==> src/rtl/logevt_wr.sv <==
// logevt_wr: queues fixed-size hardware event records and writes each one into
// the next log buffer entry, sharing the buffer's slave bus with the CPU.
module logevt_wr #(
  parameter int NUM_ENTRIES = 32,
  parameter int EVQ_DEPTH   = 4
) (
  input  logic        clk,
  input  logic        rst,
  input  logic        evt_stb,
  input  logic [63:0] evt_data,
  output logic        evt_ready,
  output logic [7:0]  drop_cnt,
  output logic        busy,
  input  logic        cpu_stb,
  input  logic        cpu_we,
  input  logic        cpu_addr,
  input  logic [15:0] cpu_data_in,
  output logic [31:0] cpu_data_out,
  output logic        cpu_ack,
  output logic        lb_stb,
  output logic        lb_we,
  output logic        lb_addr,
  output logic [15:0] lb_data_out,
  input  logic [31:0] lb_data_in,
  input  logic        lb_ack
);

  localparam int         AW      = (EVQ_DEPTH > 1) ? $clog2(EVQ_DEPTH) : 1;
  localparam logic [AW:0] DEPTH_C = (AW + 1)'(EVQ_DEPTH);
  localparam logic [7:0] IX_MASK = 8'(NUM_ENTRIES - 1);

  localparam logic [2:0] S_IDLE   = 3'd0;
  localparam logic [2:0] S_RD_IX  = 3'd1;
  localparam logic [2:0] S_WR_IX  = 3'd2;
  localparam logic [2:0] S_WR_B   = 3'd3;
  localparam logic [2:0] S_WR_FIN = 3'd4;

  logic [63:0]   fifo_q [EVQ_DEPTH];
  logic [AW-1:0] wp_q, rp_q;
  logic [AW:0]   cnt_q;
  logic [2:0]    state_q, state_d;
  logic [7:0]    p_q, p_d, g_q, g_d;
  logic [2:0]    k_q, k_d;
  logic [7:0]    drop_q;

  logic          fifo_full_s, push_s, pop_s, drop_s;
  logic [63:0]   head_s;
  logic [7:0]    head_byte_s, np_s, ng_s;

  assign fifo_full_s = (cnt_q == DEPTH_C);
  assign pop_s       = (state_q == S_WR_FIN);
  // A pop in the same cycle frees a slot, so a push on a full FIFO still lands.
  assign push_s      = evt_stb && (!fifo_full_s || pop_s);
  assign drop_s      = evt_stb && fifo_full_s && !pop_s;
  assign head_s      = fifo_q[rp_q];
  assign head_byte_s = head_s[{k_q, 3'b000} +: 8];
  assign np_s        = (p_q + 8'd1) & IX_MASK;
  assign ng_s        = (np_s == g_q) ? ((g_q + 8'd1) & IX_MASK) : g_q;

  assign evt_ready = !fifo_full_s;
  assign drop_cnt  = drop_q;
  assign busy      = (state_q != S_IDLE);

  // Bus mux and next-state logic for the writer sequence
  always_comb begin
    state_d      = state_q;
    p_d          = p_q;
    g_d          = g_q;
    k_d          = k_q;
    lb_stb       = 1'b0;
    lb_we        = 1'b0;
    lb_addr      = 1'b0;
    lb_data_out  = 16'h0000;
    cpu_ack      = 1'b0;
    cpu_data_out = 32'h0000_0000;
    case (state_q)
      S_IDLE: begin
        lb_stb       = cpu_stb;
        lb_we        = cpu_stb & cpu_we;
        lb_addr      = cpu_stb & cpu_addr;
        lb_data_out  = cpu_stb ? cpu_data_in : 16'h0000;
        cpu_ack      = lb_ack;
        cpu_data_out = cpu_stb ? lb_data_in : 32'h0000_0000;
        if ((cnt_q != '0) && !cpu_stb) begin
          state_d = S_RD_IX;
        end else begin
          state_d = S_IDLE;
        end
      end
      S_RD_IX: begin
        lb_stb  = 1'b1;
        lb_addr = 1'b1;
        p_d     = lb_data_in[15:8] & IX_MASK;
        g_d     = lb_data_in[7:0] & IX_MASK;
        state_d = S_WR_IX;
      end
      S_WR_IX: begin
        lb_stb      = 1'b1;
        lb_we       = 1'b1;
        lb_addr     = 1'b1;
        lb_data_out = {p_q, g_q};
        state_d     = S_WR_B;
      end
      S_WR_B: begin
        lb_stb      = 1'b1;
        lb_we       = 1'b1;
        lb_data_out = {8'h00, head_byte_s};
        if (k_q == 3'd7) begin
          k_d     = 3'd0;
          state_d = S_WR_FIN;
        end else begin
          k_d     = k_q + 3'd1;
          state_d = S_WR_B;
        end
      end
      S_WR_FIN: begin
        lb_stb      = 1'b1;
        lb_we       = 1'b1;
        lb_addr     = 1'b1;
        lb_data_out = {np_s, ng_s};
        state_d     = S_IDLE;
      end
      default: begin
        state_d = S_IDLE;
      end
    endcase
  end

  // Writer state, latched indices and byte counter
  always_ff @(posedge clk or posedge rst) begin
    if (rst) begin
      state_q <= S_IDLE;
      p_q     <= 8'd0;
      g_q     <= 8'd0;
      k_q     <= 3'd0;
    end else begin
      state_q <= state_d;
      p_q     <= p_d;
      g_q     <= g_d;
      k_q     <= k_d;
    end
  end

  // Event storage; contents are meaningless outside the occupied window
  always_ff @(posedge clk) begin
    if (push_s) begin
      fifo_q[wp_q] <= evt_data;
    end
  end

  // FIFO pointers, occupancy and saturating drop counter
  always_ff @(posedge clk or posedge rst) begin
    if (rst) begin
      wp_q   <= '0;
      rp_q   <= '0;
      cnt_q  <= '0;
      drop_q <= 8'd0;
    end else begin
      if (push_s) begin
        wp_q <= wp_q + 1'b1;
      end
      if (pop_s) begin
        rp_q <= rp_q + 1'b1;
      end
      case ({push_s, pop_s})
        2'b10:   cnt_q <= cnt_q + 1'b1;
        2'b01:   cnt_q <= cnt_q - 1'b1;
        default: cnt_q <= cnt_q;
      endcase
      if (drop_s && (drop_q != 8'hFF)) begin
        drop_q <= drop_q + 8'd1;
      end
    end
  end

endmodule

==> config.mk <==
export PLATFORM = sky130hd
export DESIGN_NAME = logevt_wr
export DESIGN_NICKNAME = d
export VERILOG_FILES = /design/src/rtl/logevt_wr.sv
export SDC_FILE = /design/constraint.sdc
export NUM_CORES = 1
export LEC_CHECK = 0
export CAP_MARGIN = 20
export CORE_ASPECT_RATIO = 1.75
export CORE_MARGIN = 4
export CORE_UTILIZATION = 49
export DETAILED_ROUTE_END_ITERATION = 10
export GPL_TIMING_DRIVEN = 0
export PLACE_DENSITY = 0.76
export SKIP_CTS_REPAIR_TIMING = 1
export SLEW_MARGIN = 20
export SYNTH_ARGS = -nofsm -noshare
export SYNTH_HDL_FRONTEND = slang
export SYNTH_SLANG_ARGS = --single-unit
==> constraint.sdc <==
create_clock -name clk -period 3.2 [get_ports clk]
set_input_delay 0.8 -clock clk [delete_from_list [all_inputs] [get_ports clk]]
set_output_delay 0.8 -clock clk [all_outputs]
set_load 0.05 [all_outputs]
==> run summary, run 1 <==
RUN STATUS
------------------------------------------------------------------------------------------
Result of the run                                                             finished with violations
Violated checks                                                               negative setup slack

SETUP PATH
------------------------------------------------------------------------------------------
Cell at the slowest stage of the critical path                                      mux4_2
Worst reg2reg path startpoint                                                     cnt_q[0]
Cell seen most often among critical-path stages                                     buf_12
Highest net fanout along the worst path                                                 10
Worst Path Class, Setup                                                            reg2out
Arrival time at the worst endpoint                                                 2720 ps
Cells traversed along the worst timing path                                   buf_12 > buf_12 > mux4_2 > a22oi_2 > a211oi_2 > a221oi_2 > o211ai_1 > buf_4
Critical R2R Capture                                                              cnt_q[2]
Flop-to-flop setup slack                                                            680 ps
Largest delay contributor family on the critical path                         compound AO/OA/AOI/OAI gates
Crit path buf inv count                                                                  3
Cell depth of the worst flop-to-flop path                                               10
Slowest cell delay on critical path                                                 550 ps
Critical Path End Type                                                        primary output
Endpoint required time on the critical path                                        2400 ps
CP startpoint kind                                                                register

YOSYS
------------------------------------------------------------------------------------------
Cell count after synthesis                                                             653
Yosys warns                                                                              0
Most frequent cell after synthesis                                                edfxtp_1
Cell accounting for the most synthesized area                                     edfxtp_1
Number of enable-type register cells in the synthesized netlist                        256
Number of flip-flops and latches in the synthesized netlist                            287
Count of distinct cell types in the synthesized netlist                                 51
Cells taking the most area after synthesis                                    edfxtp_1 (64%), mux4_2 (12%), dfrtp_1 (6.5%)
Top cells by instance count after synthesis                                   edfxtp_1 (256), mux4_2 (63), and3_1 (45), dfrtp_1 (31), nand2_1 (26)
Synth Flop Type                                                                   edfxtp_1
Seq/Total Area, Yosys                                                                0.705
Summed instance area of the synthesized netlist                                  12000 um2
Post-synth top area share                                                            0.640
Share of flip-flops with an asynchronous set or reset after synthesis                0.108
Synthesized netlist net count                                                          783
Avg Synthesized Cell Area                                                         18.4 um2

FINISH
------------------------------------------------------------------------------------------
Ratio of cells with drive above 1 in the final layout                                0.282
Diode insertion count for antenna repair                                                 0
Core Util, Final                                                                     0.648
Fin nets                                                                              1004
Area growth from synthesis to final layout                                           29.7%

FLOORPLANNING
------------------------------------------------------------------------------------------
Die footprint                                                                    27200 um2
Number of placed I/O pins                                                              181
Std-Cell Core Area                                                               24000 um2
Die height                                                                          215 um
Initial core utilization                                                             0.500
Floorplan die width                                                                 126 um
Number of standard-cell rows in the floorplan                                           75

PLACED DESIGN
------------------------------------------------------------------------------------------
Count of buffers inserted at the top-level ports                                       180
Placer congestion estimate                                                           0.816
HPWL after detailed placement                                                     19700 um

CLOCKING
------------------------------------------------------------------------------------------
Worst skew pair latency                                                             520 ps
Clock buffer count from CTS                                                             25
Maximum clock insertion buffer count                                                     3
Root buf cell                                                                    clkbuf_16
Clock tree from TritonCTS                                                            built
H-tree Lvls                                                                              1
Sink count of the clock tree                                                           287
Clock edge transition at the registers on the reported setup and hold paths          70 ps

GLOBAL ROUTE
------------------------------------------------------------------------------------------
GRT Util Overall                                                                     0.201
Global-route layer with the greatest usage                                            met2
GRT met3 Usage                                                                      0.0288
M1 GR Usage                                                                          0.232
Routing usage on met2                                                                0.382
Initial antenna violation count                                                          0
Maximum number of pins on one net before global-route repair                            46
Global-route wire length before repair                                            42000 um
Vias in the first global route                                                        7214
Overflow after GRT                                                                       0

TIMING
------------------------------------------------------------------------------------------
Final sum of negative setup slack                                                 -2230 ps
Maximum clock rate                                                               0.284 GHz
Worst clock skew                                                                   12.5 ps
Final Critical Period                                                              3520 ps
Fin crit share                                                                        1.10
Setup repair after global routing missed its margin                                    yes
Max-slew violation total from the final report                                           0
Worst max-slew margin expressed relative to the limit                                0.522
Hold violation total from the final report                                               0
Final setup violation count                                                              8
Slew at the pin closest to its max-slew limit                                       716 ps
Least setup slack across all paths after layout                                    -323 ps

POWER AND IR DROP
------------------------------------------------------------------------------------------
Pleak                                                                              5.62 nW
Total power density per cell area                                               864 nW/um2
VDD IR-drop max                                                                 0.000771 V
Total power consumption of the routed design                                      0.0135 W

DETAILED ROUTING
------------------------------------------------------------------------------------------
Initial detailed-routing violation count                                               527
Routed wire length per instance                                                    24.0 um
Routed WL                                                                         28700 um
Number of design rule violations left after detail routing                               0
Number of vias after detailed routing                                                 6989
Via density per instance                                                              5.83
First-pass DRT Iterations                                                                5
Number of nets with antenna violations after detailed routing                            0

MIN PATH
------------------------------------------------------------------------------------------
Launch point of the worst hold path                                            drop_cnt[6]
Worst min path class                                                               reg2reg
Hold Path Sink                                                                 drop_cnt[6]
Number of cells on the worst hold path                                                   1

FLOW RUN
------------------------------------------------------------------------------------------
Max-capacitance violation count                                                          0

## routing by layer
| layer | up-vias | routed length, um |
|---|---|---|
| met5 | - | 0 |
| met4 | 0 | 804 |
| met3 | 48 | 1670 |
| met2 | 284 | 16000 |
| met1 | 3569 | 10300 |
| li1 | 3088 | - |
## where the power goes
| group | internal (W) | leakage, nW | switching (W) |
|---|---|---|---|
| sequential | 0.00496 | 2.72 | 0.000368 |
| clock | 0.00183 | 0.405 | 0.00129 |
| combinational | 0.00211 | 2.49 | 0.00291 |
| total | 0.00890 | 5.62 | 0.00457 |
## final cells by class
type / count / area (um2)
inverter: 14 / 56.3
buffer: 34 / 339
multi-input combinational: 316 / 3530
sequential: 287 / 8470
tap: 308 / 385
fill: 1669 / 8440
clock inverter: 17 / 220
clock buffer: 26 / 629
timing repair buffer: 196 / 1950
## sequential cells by signal (all words and copies together) (netlist names)
signal and cells:
cnt_q 3, drop_cnt 8, fifo_q 256, g_q 5, k_q 3, p_q 5, rp_q 2, state_q 3
wp_q 2
## per-stage QoR
stage	worst slack, ps	area (um2)	hold slack [ps]	instances
2_1_floorplan	109	12000	456	653
3_3_place_gp	-1280	14200	471	1141
3_5_place_dp	-1010	14300	488	1145
4_1_cts	-1540	15200	503	1188
5_1_grt	-416	15600	531	1198
6_report	-323	15600	505	1198
## layout by cell type, fill, tap and decap left out, drive strengths merged, types with 17 or more instances in the layout
cell,count
buf,53
dfrtp,31
clkdlybuf4s50,126
clkbuf,64
mux2,17
and3,45
mux4,64
edfxtp,256
nand2,26
## how the worst max path moves through the flow
stage,endpoint,depth (start not counted),start
3_5_place_dp,lb_data_out[0],8,k_q[0]
6_report,lb_data_out[3],8,rp_q[1]
5_1_grt,lb_data_out[1],9,rp_q[1]
3_3_place_gp,fifo_q[3][31],2,evt_stb
4_1_cts,lb_data_out[0],8,k_q[0]
2_1_floorplan,fifo_q[0][0],4,state_q[0]
## kinds of logic after synthesis
group                      after synthesis  share of synthesized area
DFF                                    287                      0.705
and+or+nand+nor                        130                     0.0587
muxes                                   92                      0.145
AOI/OAI and AO/OA                       58                     0.0371
buffers and inverters                   50                     0.0215
xor gates and xnor gates                24                     0.0198
adders and majority gates               12                     0.0129
No activity file was read; power rests on OpenSTA's default activity.
==> inputs of run 2 (changes only) <==
CORE_ASPECT_RATIO = unset   (was 1.75)
==> run 2 against run 1 <==
Compared with the run above:
- the run still ends with negative setup slack left
- critical path type unchanged
- highest routed layer is now met5
- sequential power barely moved
- combinational power barely moved
- critical path depth did not move
- largest cell class unchanged
==> run summary, run 2 (synthesis results as in run 1) <==
GLOBAL ROUTE
------------------------------------------------------------------------------------------
Global-route wire length before repair                                            40900 um
Initial antenna violation count                                                          2
Vias in the first global route                                                        7100
Overflow after GRT                                                                       0
Maximum number of pins on one net before global-route repair                            42
GRT Util Overall                                                                     0.200

SETUP PATH
------------------------------------------------------------------------------------------
Arrival time at the worst endpoint                                                 2860 ps
Cell seen most often among critical-path stages                                     buf_12
Worst Path Class, Setup                                                            reg2out
Crit path from                                                                     rp_q[1]
Cell at the slowest stage of the critical path                                      mux4_2
Highest net fanout along the worst path                                                 10
Endpoint required time on the critical path                                        2400 ps
Critical Path End Type                                                        primary output
Flop-to-flop setup slack                                                            800 ps
Slowest cell delay on critical path                                                 530 ps
CP startpoint kind                                                                register
Worst reg2reg path startpoint                                                     cnt_q[0]
Cells traversed along the worst timing path                                   buf_12 > buf_12 > mux4_2 > a22oi_2 > a211oi_1 > a31oi_1 > o211ai_1 > buf_4

TIMING
------------------------------------------------------------------------------------------
Least setup slack across all paths after layout                                    -459 ps
Worst clock skew                                                                   10.8 ps
Maximum clock rate                                                               0.273 GHz
Hold violation total from the final report                                               0
Worst slack on hold paths                                                           490 ps
Slew at the pin closest to its max-slew limit                                       683 ps
Final Critical Period                                                              3660 ps
Fin crit share                                                                        1.14
Worst max-slew margin expressed relative to the limit                                0.544
Max-slew violation total from the final report                                           0
Final sum of negative setup slack                                                 -2840 ps
Setup repair after global routing missed its margin                                    yes
Final setup violation count                                                              8

DETAILED ROUTING
------------------------------------------------------------------------------------------
Number of nets with antenna violations after detailed routing                            0
Number of vias after detailed routing                                                 7031
Initial detailed-routing violation count                                               421
Routed WL                                                                         29600 um
First-pass DRT Iterations                                                                5
Via density per instance                                                              5.73
Routed wire length per instance                                                    24.2 um
Number of design rule violations left after detail routing                               0

PLACED DESIGN
------------------------------------------------------------------------------------------
Placer congestion estimate                                                           0.774
HPWL after detailed placement                                                     19000 um
Count of buffers inserted at the top-level ports                                       180

FLOORPLANNING
------------------------------------------------------------------------------------------
Initial core utilization                                                             0.495
Number of standard-cell rows in the floorplan                                           57
Die height                                                                          165 um
Floorplan die width                                                                 165 um
Std-Cell Core Area                                                               24200 um2
Die footprint                                                                    27100 um2
Number of placed I/O pins                                                              181

FINISH
------------------------------------------------------------------------------------------
Fin nets                                                                              1011
Top library cells by usage in the layout, fill and taps aside                 edfxtp_1 (256), clkdlybuf4s50_1 (127), mux4_2 (63), and3_1 (41), clkbuf_16 (32)
Diode insertion count for antenna repair                                                 0
Area growth from synthesis to final layout                                           31.3%
Flip-flop count of the largest register after layout                                   256
Most common cell after layout, fill and taps aside                                edfxtp_1
Register ranked first by flip-flop count                                            fifo_q
Ratio of cells with drive above 1 in the final layout                                0.285

POWER AND IR DROP
------------------------------------------------------------------------------------------
Total net switching power                                                        0.00465 W
Proportion of power drawn by combinational gates                                     0.361
Internal power consumption                                                       0.00926 W
Relative contribution of sequential cells to total power                             0.381
Clk network pwr share                                                                0.257
Pleak                                                                              5.71 nW
VDD IR-drop max                                                                 0.000527 V
Total power density per cell area                                               882 nW/um2
Switching share of power                                                             0.334

CLOCKING
------------------------------------------------------------------------------------------
Clock buffer count from CTS                                                             28
Maximum clock insertion buffer count                                                     3
Root buf cell                                                                    clkbuf_16
Worst skew pair latency                                                             530 ps
Clock tree from TritonCTS                                                            built
H-tree Lvls                                                                              1
Sink count of the clock tree                                                           287
Clock edge transition at the registers on the reported setup and hold paths          60 ps

MIN PATH
------------------------------------------------------------------------------------------
Worst min path class                                                               reg2reg
Launch point of the worst hold path                                            drop_cnt[6]

FLOW RUN
------------------------------------------------------------------------------------------
Max-capacitance violation count                                                          0

RUN STATUS
------------------------------------------------------------------------------------------
Result of the run                                                             finished with violations
Violated checks                                                               negative setup slack

[run 2: cell types whose count changed in the layout (fill, tap and decap cells not counted), moves of 4 or more]
cell	delta
clkbuf_4	-6
clkbuf_16	+5
clkbuf_2	+5
clkinv_1	+4
buf_12	+4
[run 2: final cells by class]
| class | instances | area, um2 |
|---|---|---|
| plain buffers | 35 | 349 |
| flip-flops and latches | 287 | 8470 |
| clock buffers | 29 | 726 |
| repair buffers | 199 | 1970 |
| inverters | 14 | 52.6 |
| multi-input cells | 316 | 3510 |
| fillers | 1672 | 8480 |
| well taps | 324 | 405 |
| clock inverters | 22 | 289 |
[run 2: final timing paths]
check	cells past startpoint	endpoint
worst max-delay path	8	lb_data_out[2]
worst min-delay path	1	drop_cnt[6]
worst max register to register	10	cnt_q[2]
worst min register to register	1	drop_cnt[6]
max in group asynchronous	2	state_q[0]
min in group asynchronous	2	k_q[0]
[run 2: stage by stage]
step	total power (W)	util	area (um2)	setup slack [ps]	cells
6_report	0.0139	0.650	15800	-459	1226
5_1_grt	0.0145	0.650	15800	-538	1226
4_1_cts	0.0135	0.633	15300	-1560	1212
3_5_place_dp	0.00987	0.591	14300	-985	1161
3_3_place_gp	0.00975	0.587	14200	-1230	1157
2_1_floorplan	0.00831	-	12000	109	653
[run 2: power by group through the flow]
| stage | combinational, W | sequential [W] | clock, W |
|---|---|---|---|
| floorplan | 0.00296 | 0.00536 | 0 |
| global placement | 0.00437 | 0.00539 | 0 |
| detailed placement | 0.00452 | 0.00535 | 0 |
| CTS | 0.00455 | 0.00528 | 0.00363 |
| global route | 0.00534 | 0.00537 | 0.00382 |
| finish | 0.00503 | 0.00530 | 0.00358 |
[run 2: worst max-delay path: cells and delay by family, from the launching register on]
family	cells	cell delay, ps
buffers and inverters	3	560
multiplexers	1	530
flip-flops	1	450
AO/OA/AOI/OAI	4	770
[run 2: per-layer routing]
| metal | wire, um | up-vias | part of all wire | GRT usage |
|---|---|---|---|---|
| li1 | - | 3105 | - | - |
| met5 | 27 | - | 0.00091 | 0 |
| met4 | 493 | 4 | 0.017 | 0.0371 |
| met2 | 15200 | 301 | 0.51 | 0.346 |
| met3 | 2570 | 40 | 0.087 | 0.0427 |
| met1 | 11300 | 3581 | 0.38 | 0.265 |
